**config.mk**
```make
export PLATFORM = sky130hd
export DESIGN_NAME = alu_arbiter_flat
export DESIGN_NICKNAME = d
export VERILOG_FILES = /design/src/rtl/alu_arbiter_if.sv /design/src/rtl/alu_arbiter.sv /design/src/flat_wrapper.sv
export SDC_FILE = /design/constraint.sdc
export NUM_CORES = 1
export LEC_CHECK = 0
export ABC_CLOCK_PERIOD_IN_PS = 2600
export BUFFER_PORTS_ARGS = -buffer_cell sky130_fd_sc_hd__buf_4
export CAP_MARGIN = 30
export CORE_AREA = 2 2 168 170
export DETAILED_ROUTE_END_ITERATION = 10
export DIE_AREA = 0 0 170 172
export PLACE_DENSITY_LB_ADDON = 0.12
export RECOVER_POWER = 25
export SETUP_SLACK_MARGIN = 0.5
export SKIP_CTS_REPAIR_TIMING = 1
export SLEW_MARGIN = 20
export SYNTH_ARGS = -nofsm -noshare
export SYNTH_HDL_FRONTEND = slang
export SYNTH_SLANG_ARGS = --single-unit
```
**constraint.sdc**
```tcl
create_clock -name clk -period 2.6 [get_ports clk]
set_clock_uncertainty 0.1 [all_clocks]
set_input_delay 0.39 -clock clk [delete_from_list [all_inputs] [get_ports clk]]
set_output_delay 0.39 -clock clk [all_outputs]
set_load 0.01 [all_outputs]
```
**src/rtl/alu_arbiter_if.sv**
```systemverilog
// Requester / ALU / response bundle for alu_arbiter.
// slave  : the arbiter side (drives grants, alu issue, responses, err)
// master : the environment side (requesters and the alu)
interface alu_arbiter_if #(
   parameter int NREQ   = 4,
   parameter int DATA_W = 32,
   parameter int OPC_W  = 5
);
   logic [NREQ-1:0]        req_vld;
   logic [NREQ-1:0]        req_rdy;
   logic [NREQ*OPC_W-1:0]  req_opcode;
   logic [NREQ*DATA_W-1:0] req_op0;
   logic [NREQ*DATA_W-1:0] req_op1;
   logic                   alu_vld;
   logic [OPC_W-1:0]       alu_opcode;
   logic [DATA_W-1:0]      alu_op0;
   logic [DATA_W-1:0]      alu_op1;
   logic                   alu_result_vld;
   logic [DATA_W-1:0]      alu_result;
   logic [NREQ-1:0]        rsp_vld;
   logic [DATA_W-1:0]      rsp_result;
   logic                   err;

   modport slave (
      input  req_vld, req_opcode, req_op0, req_op1, alu_result_vld, alu_result,
      output req_rdy, alu_vld, alu_opcode, alu_op0, alu_op1, rsp_vld, rsp_result, err
   );

   modport master (
      output req_vld, req_opcode, req_op0, req_op1, alu_result_vld, alu_result,
      input  req_rdy, alu_vld, alu_opcode, alu_op0, alu_op1, rsp_vld, rsp_result, err
   );
endinterface

```
**src/rtl/alu_arbiter.sv**
```systemverilog
// Round-robin arbiter sharing one pipelined alu among NREQ requesters.
// A tag pipeline of ALU_LAT {valid, index} stages shadows the alu so each
// result is routed back to the requester that issued it. A result_vld that
// disagrees with the tag pipeline sets a sticky error.
module alu_arbiter #(
   parameter int NREQ    = 4,
   parameter int DATA_W  = 32,
   parameter int OPC_W   = 5,
   parameter int ALU_LAT = 2
) (
   input  logic          clk,
   input  logic          rst,
   input  logic          ce,
   alu_arbiter_if.slave  bus
);
   localparam int IDX_W = (NREQ > 1) ? $clog2(NREQ) : 1;
   typedef logic [IDX_W-1:0] idx_t;

   idx_t                           last_grant_q, last_grant_d;
   logic                           alu_vld_q, alu_vld_d;
   logic [OPC_W-1:0]               alu_opcode_q, alu_opcode_d;
   logic [DATA_W-1:0]              alu_op0_q, alu_op0_d;
   logic [DATA_W-1:0]              alu_op1_q, alu_op1_d;
   idx_t                           issue_idx_q, issue_idx_d;
   logic [ALU_LAT-1:0]             tag_vld_q, tag_vld_d;
   logic [ALU_LAT-1:0][IDX_W-1:0]  tag_idx_q, tag_idx_d;
   logic [NREQ-1:0]                rsp_vld_q, rsp_vld_d;
   logic [DATA_W-1:0]              rsp_result_q, rsp_result_d;
   logic                           err_q, err_d;

   logic                           accept;
   idx_t                           grant_idx;
   idx_t                           cand;
   logic [NREQ-1:0]                req_rdy_c;

   // Round-robin search starting just after the last granted requester.
   always_comb begin
      accept    = 1'b0;
      grant_idx = '0;
      cand      = '0;
      req_rdy_c = '0;
      if (ce && rst) begin
         for (int k = 1; k <= NREQ; k++) begin
            cand = idx_t'((int'(last_grant_q) + k) % NREQ);
            if (!accept && bus.req_vld[cand]) begin
               accept    = 1'b1;
               grant_idx = cand;
            end
         end
      end
      if (accept) req_rdy_c[grant_idx] = 1'b1;
   end

   // Next state: issue, tag shift, return routing and error detection; all frozen when ce=0.
   always_comb begin
      last_grant_d = last_grant_q;
      alu_vld_d    = alu_vld_q;
      alu_opcode_d = alu_opcode_q;
      alu_op0_d    = alu_op0_q;
      alu_op1_d    = alu_op1_q;
      issue_idx_d  = issue_idx_q;
      tag_vld_d    = tag_vld_q;
      tag_idx_d    = tag_idx_q;
      rsp_vld_d    = rsp_vld_q;
      rsp_result_d = rsp_result_q;
      err_d        = err_q;
      if (ce) begin
         alu_vld_d = accept;
         if (accept) begin
            last_grant_d = grant_idx;
            issue_idx_d  = grant_idx;
            alu_opcode_d = bus.req_opcode[grant_idx*OPC_W +: OPC_W];
            alu_op0_d    = bus.req_op0[grant_idx*DATA_W +: DATA_W];
            alu_op1_d    = bus.req_op1[grant_idx*DATA_W +: DATA_W];
         end
         tag_vld_d[0] = alu_vld_q;
         tag_idx_d[0] = issue_idx_q;
         for (int s = 1; s < ALU_LAT; s++) begin
            tag_vld_d[s] = tag_vld_q[s-1];
            tag_idx_d[s] = tag_idx_q[s-1];
         end
         rsp_vld_d = '0;
         if (bus.alu_result_vld != tag_vld_q[ALU_LAT-1]) begin
            err_d = 1'b1;
         end else if (bus.alu_result_vld) begin
            rsp_vld_d[tag_idx_q[ALU_LAT-1]] = 1'b1;
            rsp_result_d                    = bus.alu_result;
         end
      end
   end

   // State register with synchronous active-low reset.
   always_ff @(posedge clk) begin
      if (!rst) begin
         last_grant_q <= idx_t'(NREQ - 1);
         alu_vld_q    <= 1'b0;
         alu_opcode_q <= '0;
         alu_op0_q    <= '0;
         alu_op1_q    <= '0;
         issue_idx_q  <= '0;
         tag_vld_q    <= '0;
         tag_idx_q    <= '0;
         rsp_vld_q    <= '0;
         rsp_result_q <= '0;
         err_q        <= 1'b0;
      end else begin
         last_grant_q <= last_grant_d;
         alu_vld_q    <= alu_vld_d;
         alu_opcode_q <= alu_opcode_d;
         alu_op0_q    <= alu_op0_d;
         alu_op1_q    <= alu_op1_d;
         issue_idx_q  <= issue_idx_d;
         tag_vld_q    <= tag_vld_d;
         tag_idx_q    <= tag_idx_d;
         rsp_vld_q    <= rsp_vld_d;
         rsp_result_q <= rsp_result_d;
         err_q        <= err_d;
      end
   end

   // A pending response pulse is held through ce=0 and shown once ce returns.
   assign bus.req_rdy    = req_rdy_c;
   assign bus.alu_vld    = alu_vld_q;
   assign bus.alu_opcode = alu_opcode_q;
   assign bus.alu_op0    = alu_op0_q;
   assign bus.alu_op1    = alu_op1_q;
   assign bus.rsp_vld    = ce ? rsp_vld_q : '0;
   assign bus.rsp_result = rsp_result_q;
   assign bus.err        = err_q;
endmodule

```
**src/flat_wrapper.sv**
```systemverilog
// flat-port wrapper written by rule: the top's interface ports become plain ports
module alu_arbiter_flat 
#(
   parameter int NREQ    = 4,
   parameter int DATA_W  = 32,
   parameter int OPC_W   = 5,
   parameter int ALU_LAT = 2
)
  (clk, rst, ce, bus_req_vld, bus_req_opcode, bus_req_op0, bus_req_op1, bus_alu_result_vld, bus_alu_result, bus_req_rdy, bus_alu_vld, bus_alu_opcode, bus_alu_op0, bus_alu_op1, bus_rsp_vld, bus_rsp_result, bus_err);
  alu_arbiter_if #(.NREQ(NREQ), .DATA_W(DATA_W), .OPC_W(OPC_W)) bus_i ();
  input  logic clk;
  input  logic rst;
  input  logic ce;
  input wire logic [$bits(bus_i.req_vld)-1:0] bus_req_vld;
  input wire logic [$bits(bus_i.req_opcode)-1:0] bus_req_opcode;
  input wire logic [$bits(bus_i.req_op0)-1:0] bus_req_op0;
  input wire logic [$bits(bus_i.req_op1)-1:0] bus_req_op1;
  input wire logic [$bits(bus_i.alu_result_vld)-1:0] bus_alu_result_vld;
  input wire logic [$bits(bus_i.alu_result)-1:0] bus_alu_result;
  output wire logic [$bits(bus_i.req_rdy)-1:0] bus_req_rdy;
  output wire logic [$bits(bus_i.alu_vld)-1:0] bus_alu_vld;
  output wire logic [$bits(bus_i.alu_opcode)-1:0] bus_alu_opcode;
  output wire logic [$bits(bus_i.alu_op0)-1:0] bus_alu_op0;
  output wire logic [$bits(bus_i.alu_op1)-1:0] bus_alu_op1;
  output wire logic [$bits(bus_i.rsp_vld)-1:0] bus_rsp_vld;
  output wire logic [$bits(bus_i.rsp_result)-1:0] bus_rsp_result;
  output wire logic [$bits(bus_i.err)-1:0] bus_err;
  assign bus_i.req_vld = bus_req_vld;
  assign bus_i.req_opcode = bus_req_opcode;
  assign bus_i.req_op0 = bus_req_op0;
  assign bus_i.req_op1 = bus_req_op1;
  assign bus_i.alu_result_vld = bus_alu_result_vld;
  assign bus_i.alu_result = bus_alu_result;
  assign bus_req_rdy = bus_i.req_rdy;
  assign bus_alu_vld = bus_i.alu_vld;
  assign bus_alu_opcode = bus_i.alu_opcode;
  assign bus_alu_op0 = bus_i.alu_op0;
  assign bus_alu_op1 = bus_i.alu_op1;
  assign bus_rsp_vld = bus_i.rsp_vld;
  assign bus_rsp_result = bus_i.rsp_result;
  assign bus_err = bus_i.err;
  alu_arbiter #(.NREQ(NREQ), .DATA_W(DATA_W), .OPC_W(OPC_W), .ALU_LAT(ALU_LAT)) u_core (.clk(clk), .rst(rst), .ce(ce), .bus(bus_i));
endmodule
```
==> results.toml <==
[outcome]
outcome = "finished, final reports clean"

[flow_run]
maxCapViolCount = 0

[synth]
syn-instance-count = 634
netlist_area_sq_um = 5760
ys_warn_count = 0
area_share_of_the_largest_cell_type_after_synthesis_pct = 40.7
syn_nets = 951
synth_sequential_area_ratio_pct = 40.7
netlist.top_cell.by_area = "sky130_fd_sc_hd__dfxtp_1"
number_of_synthesized_flops_with_an_enable_pin = 0
postSynthRegisterBits = 117
synthArstFlopShare_pct = 0
postSynthAreaPerCell_sq_um = 9.08
ys_dominant_reg_cell = "sky130_fd_sc_hd__dfxtp_1"
synth.top_cells.by_area = "sky130_fd_sc_hd__dfxtp_1 41%, sky130_fd_sc_hd__a222oi_1 11%, sky130_fd_sc_hd__a211oi_1 8.1%"
netlist-cell-type-count = 41
synth.most_common_cell = "sky130_fd_sc_hd__dfxtp_1"
synth_top_cells_by_count = "117 x sky130_fd_sc_hd__dfxtp_1, 73 x sky130_fd_sc_hd__nand2_1, 72 x sky130_fd_sc_hd__a21oi_1, 72 x sky130_fd_sc_hd__nor2b_1"

[timing]
grt_setup_unrepaired = "true"
worst-slew-pin-transition_ps = 464
final-hold-violation-count = 0
report.final.setup_viol = 0
period_minus_slack_ps = 2250
min_period_over_period_pct = 86.7
fin_tns_setup_ps = 0
max_clock_freq_mhz = 444
timing.max_slew.rel_slack_pct = 68.9
slew_violations = 0

[final_layout]
synthToLayoutAreaGrowth_pct = 77.4
multiInputGateArea_sq_um = 3100
finalInstanceArea_sq_um = 10200
drive_above_1_share_pct = 45.3
fillers = 2924
num_antenna_cells = 0
register_area_sq_um = 2340
num-nets-final = 1383

[clock_network]
cts.reportedPaths.clkPinSlew_ps = 70
tritoncts_num_sinks = 117
cts_buffers = 17
clock-root-buffer = "sky130_fd_sc_hd__clkbuf_16"
cts-root-to-sink-buffers = 2
tritoncts = "done"
htree_num_levels = 4
insertion_delay_ps = 410

[hold_path]
hold_path_depth = 3
worstHoldPathType = "input port to flip-flop"
whs_endpoint = "u_core.bus.rsp_result[28]$_SDFFE_PN0P_"
startpoint_of_the_worst_hold_path = "bus_alu_result[28]"

[floorplanning]
floorplan.io_pins = 427
fp.dieH_um = 172
design.core.area_sq_um = 27500
std_cell_rows = 61
die_area_sq_um = 29200
floorplan.die.width_um = 170
initial_core_util_pct = 21.0

[placed_design]
gp_routability_congestion = 0.771
post-dp-hpwl_mm = 20.1
io_buffers = 426
place_area_sq_um = 9350

[routing]
remaining_drc_errors = 0
num_vias = 6748
ant_nets = 0
post_drt_wl_per_cell_um = 20.0
dr.pass1.iters = 6
avgViaCountPerCell = 4.74
drt_iter0_drc = 545
totalWireLength_mm = 28.5

[critical_path]
critical_path.endpoint_type = "output pin"
timing.critical_path.from_type = "flip-flop"
ws_path_type = "flip-flop to output pin"
worst_ep_arrival_time_ps = 1760
rr_endpoint = "u_core.bus.alu_op1[7]$_SDFFE_PN0P_"
critical_path_peak_fanout = 5
rrSetupSlack_ps = 500
crit-reg2reg-launch = "u_core.last_grant_q[0]$_SDFFE_PN1P_"
reg2reg_depth = 8
timing.critical_path.required_ps = 2110

[global_route]
grt_overflow_total = 0
grt.total_usage_pct = 16.8
grt_pass1_vias = 6390
initial_antenna_violation_count = 0
pin_count_of_the_biggest_net_entering_global_routing = 70
wire_length_of_the_first_global_routing_pass_mm = 37.3

[power]
cellLeakagePower_nw = 4.43
cellPowerDensity_nw_per_um2 = 584
ir_drop_mv = 0.273
## stage by stage
| stage | hold slack, ps | setup slack, ps | utilization (%) | std cells | power (W) |
|---|---|---|---|---|---|
| detailed placement | 337 | 175 | 34.0 | 1367 | 0.00354 |
| global route | 112 | 272 | 37.2 | 1425 | 0.00627 |
| CTS | 103 | 38.0 | 36.2 | 1399 | 0.00599 |
| finish | 124 | 346 | 37.2 | 1425 | 0.00597 |
| floorplan | 317 | 484 | - | 634 | 0.00270 |
| global placement | 344 | 156 | 33.9 | 1366 | 0.00353 |
## cells by family after synthesis
logic type,count (synthesis),synth area share (%)
muxes,13,2.26
adders and majority gates,1,0.217
AOI/OAI and AO/OA,255,33.4
and+or+nand+nor,178,16.1
DFF,117,40.7
buffers and inverters,70,7.35
## report_power, final
part | leakage [nW] | total (W) | switching [W] | internal [W]
Sequential | 0.964 | 0.00208 | 0.000106 | 0.00197
Combinational | 3.19 | 0.00149 | 0.000667 | 0.000818
Clock | 0.282 | 0.00241 | 0.00104 | 0.00137
## worst max-delay path by stage
stage          slack [ps]                                start                                     to
2_1_floorplan         480                       bus_req_vld[3]                         bus_req_rdy[0]
3_3_place_gp          160                       bus_req_vld[3]  u_core.bus.alu_opcode[0]$_SDFFE_PN0P_
3_5_place_dp          170                       bus_req_vld[3]  u_core.bus.alu_opcode[0]$_SDFFE_PN0P_
4_1_cts                40  u_core.last_grant_q[0]$_SDFFE_PN1P_                         bus_req_rdy[0]
5_1_grt               270  u_core.last_grant_q[0]$_SDFFE_PN1P_                         bus_req_rdy[0]
6_report              350  u_core.last_grant_q[0]$_SDFFE_PN1P_                         bus_req_rdy[0]
## area by class of cell
class | instances | share of cell area [%]
repair buffers | 481 | 36.7
multi-input cells | 448 | 30.4
flip-flops and latches | 117 | 23.0
well taps | 346 | 4.24
clock buffers | 17 | 4.17
clock inverters | 15 | 1.58
inverters | 1 | 0.0368
## state kept, by name (all words and copies together) (netlist names)
signal / flops
u_core.rsp_vld_q: 4
u_core.last_grant_q: 2
u_core.bus.rsp_result: 32
u_core.issue_idx_q: 2
u_core.bus.alu_opcode: 5
u_core.tag_vld_q: 2
u_core.tag_idx_q: 4
u_core.bus.alu_vld: 1
u_core.bus.err: 1
u_core.bus.alu_op0: 32
u_core.bus.alu_op1: 32
## cell usage in the layout (no fill, tap or decap), types with 22 or more instances in the layout
cell / instances
sky130_fd_sc_hd__a222oi_1: 62
sky130_fd_sc_hd__dfxtp_1: 115
sky130_fd_sc_hd__nor2b_1: 71
sky130_fd_sc_hd__buf_4: 412
sky130_fd_sc_hd__a21oi_1: 70
sky130_fd_sc_hd__a211oi_1: 62
sky130_fd_sc_hd__a21boi_0: 33
sky130_fd_sc_hd__nand2_1: 73
sky130_fd_sc_hd__clkbuf_1: 45
sky130_fd_sc_hd__clkbuf_16: 22
## per-layer routing
layer | vias up | track usage [%] | wire [um]
met5 | - | 0 | 0
met4 | 0 | 3.94 | 261
met3 | 15 | 5.61 | 2450
met2 | 294 | 29.9 | 14600
met1 | 3150 | 19.4 | 11100
li1 | 3289 | - | -
## worst max-delay path: stages (launching register included)
cell,delay [ps]
sky130_fd_sc_hd__dfxtp_2,350
sky130_fd_sc_hd__nor2b_2,50
sky130_fd_sc_hd__o21a_2,230
sky130_fd_sc_hd__or3_4,380
sky130_fd_sc_hd__nor3_4,210
sky130_fd_sc_hd__buf_6,130
No activity file was read; power rests on OpenSTA's default activity.
